===== src/rtl/spi_amm_pkg.sv =====
// Shared frame constants, slave FSM encoding and the XOR frame CRC
// used by the SPI-over-Avalon far-end slave.
package spi_amm_pkg;

   localparam logic [31:0] WRITE_WORD = 32'hAAAA_AAAA;
   localparam logic [31:0] READ_WORD  = 32'hBBBB_BBBB;

   typedef enum logic [2:0] {
      IDLE,
      RX,
      AVM_WR,
      AVM_RD,
      ACK,
      TX,
      HOLD,
      DRAIN
   } slv_state_t;

   function automatic logic [31:0] frame_crc(input logic [31:0] pre,
                                             input logic [31:0] addr,
                                             input logic [31:0] data);
      return pre ^ addr ^ data;
   endfunction

endpackage


===== src/rtl/spi_slave_sync.sv =====
// Synchronises SCLK, nSS and MOSI into main_clk and produces single-cycle
// SCLK-rise and nSS-edge strobes aligned with the synchronised MOSI level.
module spi_slave_sync #(
   parameter int SYNC_STAGES = 2
) (
   input  logic clk_i,
   input  logic rst_i,
   input  logic sclk_i,
   input  logic nss_i,
   input  logic mosi_i,
   output logic sclk_rise,
   output logic nss_fall,
   output logic nss_rise,
   output logic mosi_s,
   output logic nss_s
);

   logic [SYNC_STAGES-1:0] sclk_sync_q;
   logic [SYNC_STAGES-1:0] nss_sync_q;
   logic [SYNC_STAGES-1:0] mosi_sync_q;
   logic                   sclk_prev_q;
   logic                   nss_prev_q;

   // nSS chain resets to the deselected level so reset release is not seen as a frame start
   always_ff @(posedge clk_i) begin
      if (rst_i) begin
         sclk_sync_q <= '0;
         nss_sync_q  <= '1;
         mosi_sync_q <= '0;
         sclk_prev_q <= 1'b0;
         nss_prev_q  <= 1'b1;
      end else begin
         sclk_sync_q <= {sclk_sync_q[SYNC_STAGES-2:0], sclk_i};
         nss_sync_q  <= {nss_sync_q[SYNC_STAGES-2:0], nss_i};
         mosi_sync_q <= {mosi_sync_q[SYNC_STAGES-2:0], mosi_i};
         sclk_prev_q <= sclk_sync_q[SYNC_STAGES-1];
         nss_prev_q  <= nss_sync_q[SYNC_STAGES-1];
      end
   end

   assign sclk_rise = sclk_sync_q[SYNC_STAGES-1] & ~sclk_prev_q;
   assign nss_fall  = ~nss_sync_q[SYNC_STAGES-1] & nss_prev_q;
   assign nss_rise  = nss_sync_q[SYNC_STAGES-1] & ~nss_prev_q;
   assign mosi_s    = mosi_sync_q[SYNC_STAGES-1];
   assign nss_s     = nss_sync_q[SYNC_STAGES-1];

endmodule


===== src/rtl/spi_ams_slave.sv =====
// Far-end SPI slave: decodes write/read frames, runs one Avalon-MM master
// transaction per frame and answers with ACK, read data and read CRC on MISO.
module spi_ams_slave
   import spi_amm_pkg::*;
#(
   parameter int ADDR_WIDTH  = 30,
   parameter int SYNC_STAGES = 2
) (
   input  logic                  main_clk,
   input  logic                  main_reset,
   input  logic                  SCLK,
   input  logic                  nSS,
   input  logic                  MOSI,
   output logic                  MISO,
   output logic [ADDR_WIDTH-1:0] avm_address,
   output logic [31:0]           avm_writedata,
   output logic                  avm_write,
   output logic                  avm_read,
   input  logic [31:0]           avm_readdata,
   input  logic                  avm_readdatavalid,
   input  logic                  avm_waitrequest,
   input  logic [1:0]            avm_response,
   output logic                  crc_error,
   output logic                  frame_error
);

   logic sclk_rise;
   logic nss_fall;
   logic nss_rise;
   logic mosi_s;
   logic nss_s;

   spi_slave_sync #(
      .SYNC_STAGES(SYNC_STAGES)
   ) u_sync (
      .clk_i     (main_clk),
      .rst_i     (main_reset),
      .sclk_i    (SCLK),
      .nss_i     (nSS),
      .mosi_i    (MOSI),
      .sclk_rise (sclk_rise),
      .nss_fall  (nss_fall),
      .nss_rise  (nss_rise),
      .mosi_s    (mosi_s),
      .nss_s     (nss_s)
   );

   slv_state_t  state_q;
   logic [5:0]  bit_cnt_q;
   logic [1:0]  word_idx_q;
   logic [30:0] rx_q;
   logic [63:0] tx_q;
   logic [31:0] addr_q;
   logic [31:0] data_q;
   logic        is_read_q;
   logic        miso_q;
   logic        avm_write_q;
   logic        avm_read_q;
   logic        rd_pend_q;
   logic        crc_error_q;
   logic        frame_error_q;

   logic [31:0] rx_word_d;
   logic        word_done;
   logic        wr_ack;
   logic        rd_acc;
   logic        rd_done;
   logic        drain_busy;

   // The 32nd bit is taken straight from the line, so the shifter only holds 31
   assign rx_word_d  = {rx_q, mosi_s};
   assign word_done  = (bit_cnt_q == 6'd31);
   assign wr_ack     = avm_write_q & ~avm_waitrequest;
   assign rd_acc     = avm_read_q & ~avm_waitrequest;
   assign rd_done    = rd_pend_q & avm_readdatavalid;
   assign drain_busy = (avm_write_q & ~wr_ack) | avm_read_q | (rd_pend_q & ~rd_done);

   always_ff @(posedge main_clk) begin
      if (main_reset) begin
         state_q       <= IDLE;
         bit_cnt_q     <= '0;
         word_idx_q    <= '0;
         rx_q          <= '0;
         tx_q          <= '0;
         addr_q        <= '0;
         data_q        <= '0;
         is_read_q     <= 1'b0;
         miso_q        <= 1'b1;
         avm_write_q   <= 1'b0;
         avm_read_q    <= 1'b0;
         rd_pend_q     <= 1'b0;
         crc_error_q   <= 1'b0;
         frame_error_q <= 1'b0;
      end else begin
         crc_error_q   <= 1'b0;
         frame_error_q <= 1'b0;

         // Bus handshakes run independently of the state so DRAIN can reuse them
         if (wr_ack) begin
            avm_write_q <= 1'b0;
         end
         if (rd_acc) begin
            avm_read_q <= 1'b0;
            rd_pend_q  <= 1'b1;
         end
         if (rd_done) begin
            rd_pend_q <= 1'b0;
         end

         case (state_q)
            IDLE: begin
               miso_q <= 1'b1;
               if (nss_fall) begin
                  state_q    <= RX;
                  bit_cnt_q  <= '0;
                  word_idx_q <= '0;
               end
            end

            RX: begin
               if (nss_rise) begin
                  frame_error_q <= 1'b1;
                  miso_q        <= 1'b1;
                  state_q       <= IDLE;
               end else if (sclk_rise) begin
                  rx_q      <= rx_word_d[30:0];
                  bit_cnt_q <= word_done ? 6'd0 : bit_cnt_q + 6'd1;
                  if (word_done) begin
                     word_idx_q <= word_idx_q + 2'd1;
                     case (word_idx_q)
                        2'd0: begin
                           if (rx_word_d == WRITE_WORD) begin
                              is_read_q <= 1'b0;
                           end else if (rx_word_d == READ_WORD) begin
                              is_read_q <= 1'b1;
                           end else begin
                              frame_error_q <= 1'b1;
                              state_q       <= HOLD;
                           end
                        end
                        2'd1: begin
                           addr_q <= rx_word_d;
                           if (is_read_q) begin
                              avm_read_q <= 1'b1;
                              state_q    <= AVM_RD;
                           end
                        end
                        2'd2: begin
                           data_q <= rx_word_d;
                        end
                        default: begin
                           if (rx_word_d == frame_crc(WRITE_WORD, addr_q, data_q)) begin
                              avm_write_q <= 1'b1;
                              state_q     <= AVM_WR;
                           end else begin
                              crc_error_q <= 1'b1;
                              state_q     <= HOLD;
                           end
                        end
                     endcase
                  end
               end
            end

            AVM_WR: begin
               if (nss_rise) begin
                  frame_error_q <= 1'b1;
                  miso_q        <= 1'b1;
                  state_q       <= wr_ack ? IDLE : DRAIN;
               end else if (wr_ack) begin
                  state_q <= ACK;
               end
            end

            AVM_RD: begin
               if (nss_rise) begin
                  frame_error_q <= 1'b1;
                  miso_q        <= 1'b1;
                  state_q       <= rd_done ? IDLE : DRAIN;
               end else if (rd_done) begin
                  // An error response withholds the ACK so the master times out
                  if (avm_response == 2'b00) begin
                     tx_q    <= {avm_readdata, frame_crc(READ_WORD, addr_q, avm_readdata)};
                     state_q <= ACK;
                  end else begin
                     state_q <= HOLD;
                  end
               end
            end

            ACK: begin
               if (nss_rise) begin
                  frame_error_q <= 1'b1;
                  miso_q        <= 1'b1;
                  state_q       <= IDLE;
               end else if (sclk_rise) begin
                  miso_q    <= 1'b0;
                  bit_cnt_q <= '0;
                  state_q   <= is_read_q ? TX : HOLD;
               end
            end

            TX: begin
               if (nss_rise) begin
                  frame_error_q <= 1'b1;
                  miso_q        <= 1'b1;
                  state_q       <= IDLE;
               end else if (sclk_rise) begin
                  miso_q    <= tx_q[63];
                  tx_q      <= {tx_q[62:0], 1'b1};
                  bit_cnt_q <= bit_cnt_q + 6'd1;
                  if (bit_cnt_q == 6'd63) begin
                     state_q <= HOLD;
                  end
               end
            end

            HOLD: begin
               if (nss_s) begin
                  miso_q  <= 1'b1;
                  state_q <= IDLE;
               end else if (sclk_rise) begin
                  miso_q <= 1'b1;
               end
            end

            DRAIN: begin
               // A frame that started while draining is skipped via HOLD
               if (!drain_busy) begin
                  miso_q  <= 1'b1;
                  state_q <= nss_s ? IDLE : HOLD;
               end
            end

            default: begin
               state_q <= IDLE;
            end
         endcase
      end
   end

   assign MISO          = miso_q;
   assign avm_address   = addr_q[ADDR_WIDTH-1:0];
   assign avm_writedata = data_q;
   assign avm_write     = avm_write_q;
   assign avm_read      = avm_read_q;
   assign crc_error     = crc_error_q;
   assign frame_error   = frame_error_q;

endmodule


===== config.mk =====
export PLATFORM = sky130hd
export DESIGN_NAME = spi_ams_slave
export DESIGN_NICKNAME = d
export VERILOG_FILES = /design/src/rtl/spi_amm_pkg.sv /design/src/rtl/spi_slave_sync.sv /design/src/rtl/spi_ams_slave.sv
export SDC_FILE = /design/constraint.sdc
export NUM_CORES = 1
export LEC_CHECK = 0
export CAP_MARGIN = 5
export CORE_MARGIN = 10
export CORE_UTILIZATION = 60
export CTS_CLUSTER_DIAMETER = 40
export CTS_CLUSTER_SIZE = 40
export DETAILED_ROUTE_END_ITERATION = 12
export HOLD_SLACK_MARGIN = 0.02
export PLACE_DENSITY_LB_ADDON = 0.2
export SKIP_LAST_GASP = 1
export SLEW_MARGIN = 5
export SYNTH_ARGS = -nofsm -noshare
export SYNTH_HDL_FRONTEND = slang
export SYNTH_SLANG_ARGS = --single-unit

===== constraint.sdc =====
create_clock -name main_clk -period 4.8 [get_ports main_clk]
set_input_delay 0.48 -clock main_clk [delete_from_list [all_inputs] [get_ports main_clk]]
set_output_delay 0.48 -clock main_clk [all_outputs]
set_load 0.05 [all_outputs]

==> results of run 1 <==
synthesized netlist by cell type, drive strengths merged (2+ instances only):
master	n	area, µm²
and3	6	37.54
buf	53	339.1
a31oi	3	18.77
nand3b	2	15.01
a22oi	2	15.01
dfxtp	185	3704
a21o	4	30.03
nand4b	4	35.03
nor4	7	58.81
nand2b	5	31.28
or3	3	18.77
a21oi	118	590.6
inv	5	18.76
xor2	24	210.2
nand2	280	1051
a311oi	34	297.8
a211oi	24	180.2
o211ai	10	75.07
o311ai	2	25.03
clkbuf	61	229.0
nand4	8	50.05
o21a	2	15.01
nor3	34	170.2
nor2	103	386.6
o21ai	13	65.06
ha	5	62.56
nor2b	11	68.82
xor3	11	261.5
nand3	10	50.05
or4	3	22.52
nor3b	3	22.52
or2	4	25.03
xnor2	16	140.1
xnor3	17	382.9
state kept, by name, indices dropped and copies added (netlist names), 2 cells and up:
| name | count |
|---|---|
| addr_q | 32 |
| u_sync.sclk_sync_q | 2 |
| avm_writedata | 32 |
| bit_cnt_q | 6 |
| u_sync.nss_sync_q | 2 |
| state_q | 3 |
| u_sync.mosi_sync_q | 2 |
| rx_q | 31 |
| tx_q | 64 |
| word_idx_q | 2 |
metal layers:
metal	vias to the layer above	share of wire (%)	routed length, µm	global-route usage (%)
li1	3724	-	-	-
met1	3671	45	10680	31.34
met2	331	45	10630	34.18
met3	30	8.9	2122	6.242
met4	0	1.7	396	6.832
met5	-	0	0	0
worst paths after layout:
kind | slack, ns | end | startpoint | cells after the start
worst max-delay path | 1.45 | addr_q[24] | state_q[0] | 7
worst min-delay path | 0.41 | u_sync.nss_sync_q[1] | u_sync.nss_sync_q[0] | 1
worst max register to register | 1.45 | addr_q[24] | state_q[0] | 7
worst min register to register | 0.41 | u_sync.nss_sync_q[1] | u_sync.nss_sync_q[0] | 1
logic make-up (layout without fill, tap and decap cells):
| kind of cell | after synthesis | in the layout | synth area share [%] |
|---|---|---|---|
| AOI/OAI and AO/OA | 226 | 226 | 16.22 |
| and+or+nand+nor | 486 | 486 | 23.39 |
| adders and majority gates | 5 | 5 | 0.7065 |
| buffers and inverters | 119 | 153 | 6.627 |
| DFF | 185 | 185 | 41.83 |
| xor gates and xnor gates | 68 | 68 | 11.23 |
power by group through the flow:
stage                     Clock, mW  Sequential [mW]  Combinational [mW]
after floorplan                   0             1.61               0.239
after global placement            0             1.63               0.300
after detailed placement          0             1.63               0.304
after CTS                      1.41             1.60               0.307
after global routing           1.48             1.60               0.341
final                          1.40             1.60               0.311
cell type report:
cell class | instances | area [µm²]
fillers | 1164 | 4209
repair buffers | 117 | 1156
multi-input cells | 785 | 4577
well taps | 184 | 230.2
clock inverters | 6 | 88.84
flip-flops and latches | 185 | 3704
clock buffers | 25 | 495.5
inverters | 5 | 18.77
metrics by stage:
| step | utilization (%) | power [mW] | instance area (µm²) | hold WS (ns) | setup WS [ns] |
|---|---|---|---|---|---|
| floorplan | - | 1.845 | 8855 | 0.3895 | 2.430 |
| global placement | 66.89 | 1.931 | 9686 | 0.3994 | 1.625 |
| detailed placement | 66.89 | 1.935 | 9686 | 0.4016 | 1.477 |
| CTS | 70.93 | 3.308 | 10270 | 0.4175 | 1.533 |
| global route | 70.93 | 3.418 | 10270 | 0.4514 | 1.197 |
| finish | 70.93 | 3.310 | 10270 | 0.4142 | 1.447 |
==> run summary, run 1 <==
outcome -> finished clean
worst ir drop on vdd -> 0.0002735 V
data arrival at the endpoint of the critical path -> 3.62 ns
CP max stage delay -> 0.78 ns
post-synthesis cell count -> 1089
Post-DP HPWL -> 15.73 mm
synthesized net count -> 1135
residual DRC count -> 0
kind of critical path -> register to register
CTS tree -> yes
flip-flop and latch count after synthesis -> 185
average footprint of a synthesized cell -> 8.131 µm²
signed area change from the synthesized netlist to the final layout -> 15.98%
Post-synth EDFFs -> 0
starting density of the core -> 61.16%
buffer count from post-CTS setup fixing -> 0
via count normalized by instance count -> 5.934
Clock Sinks -> 185
net switching power -> 0.8066 mW
commonest non-fill, non-tap cell in the layout -> nand2_1
# resized after CTS -> 0
most frequent cells in the layout -> 280 x nand2_1, 185 x dfxtp_1, 118 x a21oi_1
number of distinct library cell variants in the gate-level netlist after synthesis -> 58
internal power -> 2.504 mW
total negative slack for setup checks -> 0 ns
crit-path max FO -> 32
final critical path time including I/O delays and setup -> 3.353 ns
buffers added on ports -> 107
combined global-route utilization of all metal layers -> 22.80%
data required time of the critical path -> 5.07 ns
endpoints failing setup -> 0
total detailed-routing wirelength -> 23.82 mm
CTS Buf Count -> 17
wire length of the first global-routing pass -> 37.02 mm
first-pass iteration count of the detailed router -> 5
clock root buffer master -> clkbuf_16
part of the Yosys area used for sequential elements -> 41.83%
via count of the first global-routing pass -> 7022
most common cell type on the critical path -> nand2_1
width of the chip -> 141.5 µm
Logic pwr share -> 9.4%
worst setup skew after layout -> 0.007690 ns
share of post-route cells with drive strength above 1 -> 4.185%
Hold Vio Cnt, Final -> 0
row count -> 44
Synth Cell Area -> 8855 µm²
maximum number of pins on one net before global-route repair -> 96
clock tree buffer depth -> 2
proportion of synthesized flip-flops having asynchronous set or reset -> 0%
Critical Path, Cell by Cell -> nor3b_1 -> nand3_1 -> buf_4 -> nor2_1 -> nand2_1 -> nand2_1 -> a21oi_1
number of warnings issued by yosys -> 0
total number of nets in the final design -> 1157
CTS H-tree depth -> 4
maximum frequency from static timing analysis -> 298.3 MHz
cell count after placement -> 1276
area enclosed by the die boundary -> 20020 µm²
number of antenna-violating nets in the routed design -> 0
clock share of power -> 42.3%
area of the core -> 14480 µm²
top flip-flop cell by instance count after synthesis -> dfxtp_1
Routed WL per cell -> 18.23 µm
Antenna Cells -> 0
period utilisation layout -> 69.85%
via total after detailed routing -> 7756
Worst-Skew Late Latency -> 0.43 ns
endpoint kind of the worst setup timing path -> register
sequential power share -> 48.3%
die boundary height -> 141.5 µm
IO Pins -> 108
Final GP Congestion -> 0.8985
Slew Limit Headroom -> 17.45%
cts-stage hold buffer count -> 0
Post-Layout Cell Count -> 1307
antenna violations before repair -> 0
Crit path max-delay family -> simple AND/OR/NAND/NOR gates
Hold Crit Class -> register to register
Worst Path Buf+Inv -> 1
leakage power -> 3.473 nW
Power Density -> 322.3 nW/µm²
max-capacitance violation count -> 0
register clock-pin slew on the reported worst setup and hold paths -> 0.06 ns
switch share -> 24.36%
unrepaired setup endpoints after global routing -> no
cell with the biggest individual delay on the critical path -> dfxtp_1
number of violations reported at the end of detailed-routing iteration 0 -> 806
critical path launch point type -> register
max-slew violations -> 0
overall overflow remaining after global route -> 0
worst slew pin tran -> 1.235 ns
No activity file was read; power rests on OpenSTA's default activity.
==> inputs of run 2 (changes only) <==
- CORE_UTILIZATION: 60 -> 51
- clock period: 4.8 -> 2.9 ns (I/O delays scaled with it)
==> run summary, run 2 (same netlist as run 1, synthesis figures left out) <==
Fill cells -> 1548
endpoint kind of the worst setup timing path -> register
row count -> 48
buffer count from post-CTS setup fixing -> 0
sequential cell area -> 3704 µm²
buffers added on ports -> 107
worst setup skew after layout -> 0.009479 ns
maximum number of pins on one net before global-route repair -> 97
number of violations reported at the end of detailed-routing iteration 0 -> 729
critical path launch point type -> register
unrepaired setup endpoints after global routing -> no
area of the core -> 17180 µm²
cts-stage hold buffer count -> 0
maximum frequency from static timing analysis -> 425.3 MHz
share of post-route cells with drive strength above 1 -> 5.800%
kind of critical path -> register to register
worst slew pin tran -> 0.7664 ns
leakage power -> 3.584 nW
commonest non-fill, non-tap cell in the layout -> nand2_1
period utilisation layout -> 81.07%
Design Area, Final -> 10540 µm²
via count of the first global-routing pass -> 7136
data arrival at the endpoint of the critical path -> 2.71 ns
number of antenna-violating nets in the routed design -> 0
worst ir drop on vdd -> 0.0004652 V
first-pass iteration count of the detailed router -> 5
starting density of the core -> 51.55%
clock root buffer master -> clkbuf_16
most frequent cells in the layout -> 280 x nand2_1, 185 x dfxtp_1, 118 x a21oi_1
CTS Buf Count -> 17
Routed WL per cell -> 17.89 µm
die boundary height -> 151.8 µm
max-capacitance violation count -> 0
area enclosed by the die boundary -> 23030 µm²
Slew Limit Headroom -> 48.80%
antenna violations before repair -> 0
total detailed-routing wirelength -> 24.38 mm
# resized after CTS -> 0
crit-path max FO -> 19
Worst-Skew Late Latency -> 0.44 ns
CTS tree -> yes
signed area change from the synthesized netlist to the final layout -> 19.02%
endpoints failing setup -> 0
Post-DP HPWL -> 16.57 mm
final critical path time including I/O delays and setup -> 2.351 ns
area occupied by multi-input gates -> 4577 µm²
Pwr Total -> 5.783 mW
via count normalized by instance count -> 5.582
combined global-route utilization of all metal layers -> 21.28%
total number of nets in the final design -> 1171
Final GP Congestion -> 0.9026
Power Density -> 548.8 nW/µm²
residual DRC count -> 0
clock tree buffer depth -> 2
Hold Vio Cnt, Final -> 0
wire length of the first global-routing pass -> 38.74 mm
Antenna Cells -> 0
IO Pins -> 108
data required time of the critical path -> 3.26 ns
Clock Sinks -> 185
via total after detailed routing -> 7608
register clock-pin slew on the reported worst setup and hold paths -> 0.07 ns
Placement Cell Area -> 9879 µm²
Hold Crit Class -> primary input to register
max-slew violations -> 0
number of flip-flops under the largest register name -> 64
total negative slack for setup checks -> 0 ns
Reg with most FFs -> tx_q
width of the chip -> 151.8 µm
overall overflow remaining after global route -> 0
CTS H-tree depth -> 4
outcome -> finished clean
-- run 2: cell types whose count changed in the layout (fill, tap and decap cells not counted) --
cell	delta
inv_6	+1
clkbuf_1	-4
buf_4	+11
clkinv_4	+2
buf_12	+3
bufinv_16	+3
clkinvlp_4	+2
clkbuf_8	-3
-- run 2: layer usage --
metal  GRT usage [%]  vias to the layer above  part of all wire (%)
met5               0                        -                     0
met4           6.673                        0                   1.6
met3           4.782                       23                   6.1
met2           33.90                      221                    48
met1           28.12                     3611                    45
li1                -                     3753                     -
-- run 2: final timing paths --
kind	start	endpoint	slack [ns]	depth (start not counted)
hold reg to reg	u_sync.nss_sync_q[0]	u_sync.nss_sync_q[1]	0.43	1
setup / recovery	state_q[0]	avm_writedata[25]	0.55	7
setup reg to reg	state_q[0]	avm_writedata[25]	0.55	7
hold / removal	main_reset	bit_cnt_q[1]	0.38	2
-- run 2: final cells by class --
cell class,count,share of cell area (%)
repair buffers,131,12.32
clock buffers,18,4.167
clock inverters,14,2.090
well taps,225,2.671
multi-input cells,785,43.43
inverters,5,0.1781
flip-flops and latches,185,35.14
-- run 2: worst max-delay path: stages, from the launching register on --
cell     delay, ns
dfxtp_1       0.50
nor3b_1       0.53
and3_1        0.30
buf_4         0.24
and3_1        0.21
buf_4         0.27
nand2_1       0.09
a21oi_1       0.14
-- run 2: stage by stage --
step,setup slack [ns],std cells,hold slack [ns],utilization (%)
3_5_place_dp,0.5890,1331,0.4059,57.52
2_1_floorplan,0.5297,1089,0.3895,-
4_1_cts,0.5821,1363,0.3700,61.36
6_report,0.5488,1363,0.3844,61.36
5_1_grt,0.3087,1363,0.4178,61.36
3_3_place_gp,0.6113,1331,0.4072,57.52
-- run 2: report_power, final --
part	leakage (nW)	switching [mW]	total (mW)	internal [mW]
combinational	1.78	0.348	0.588	0.240
sequential	1.49	0.0384	2.61	2.57
clock	0.309	1.03	2.59	1.56
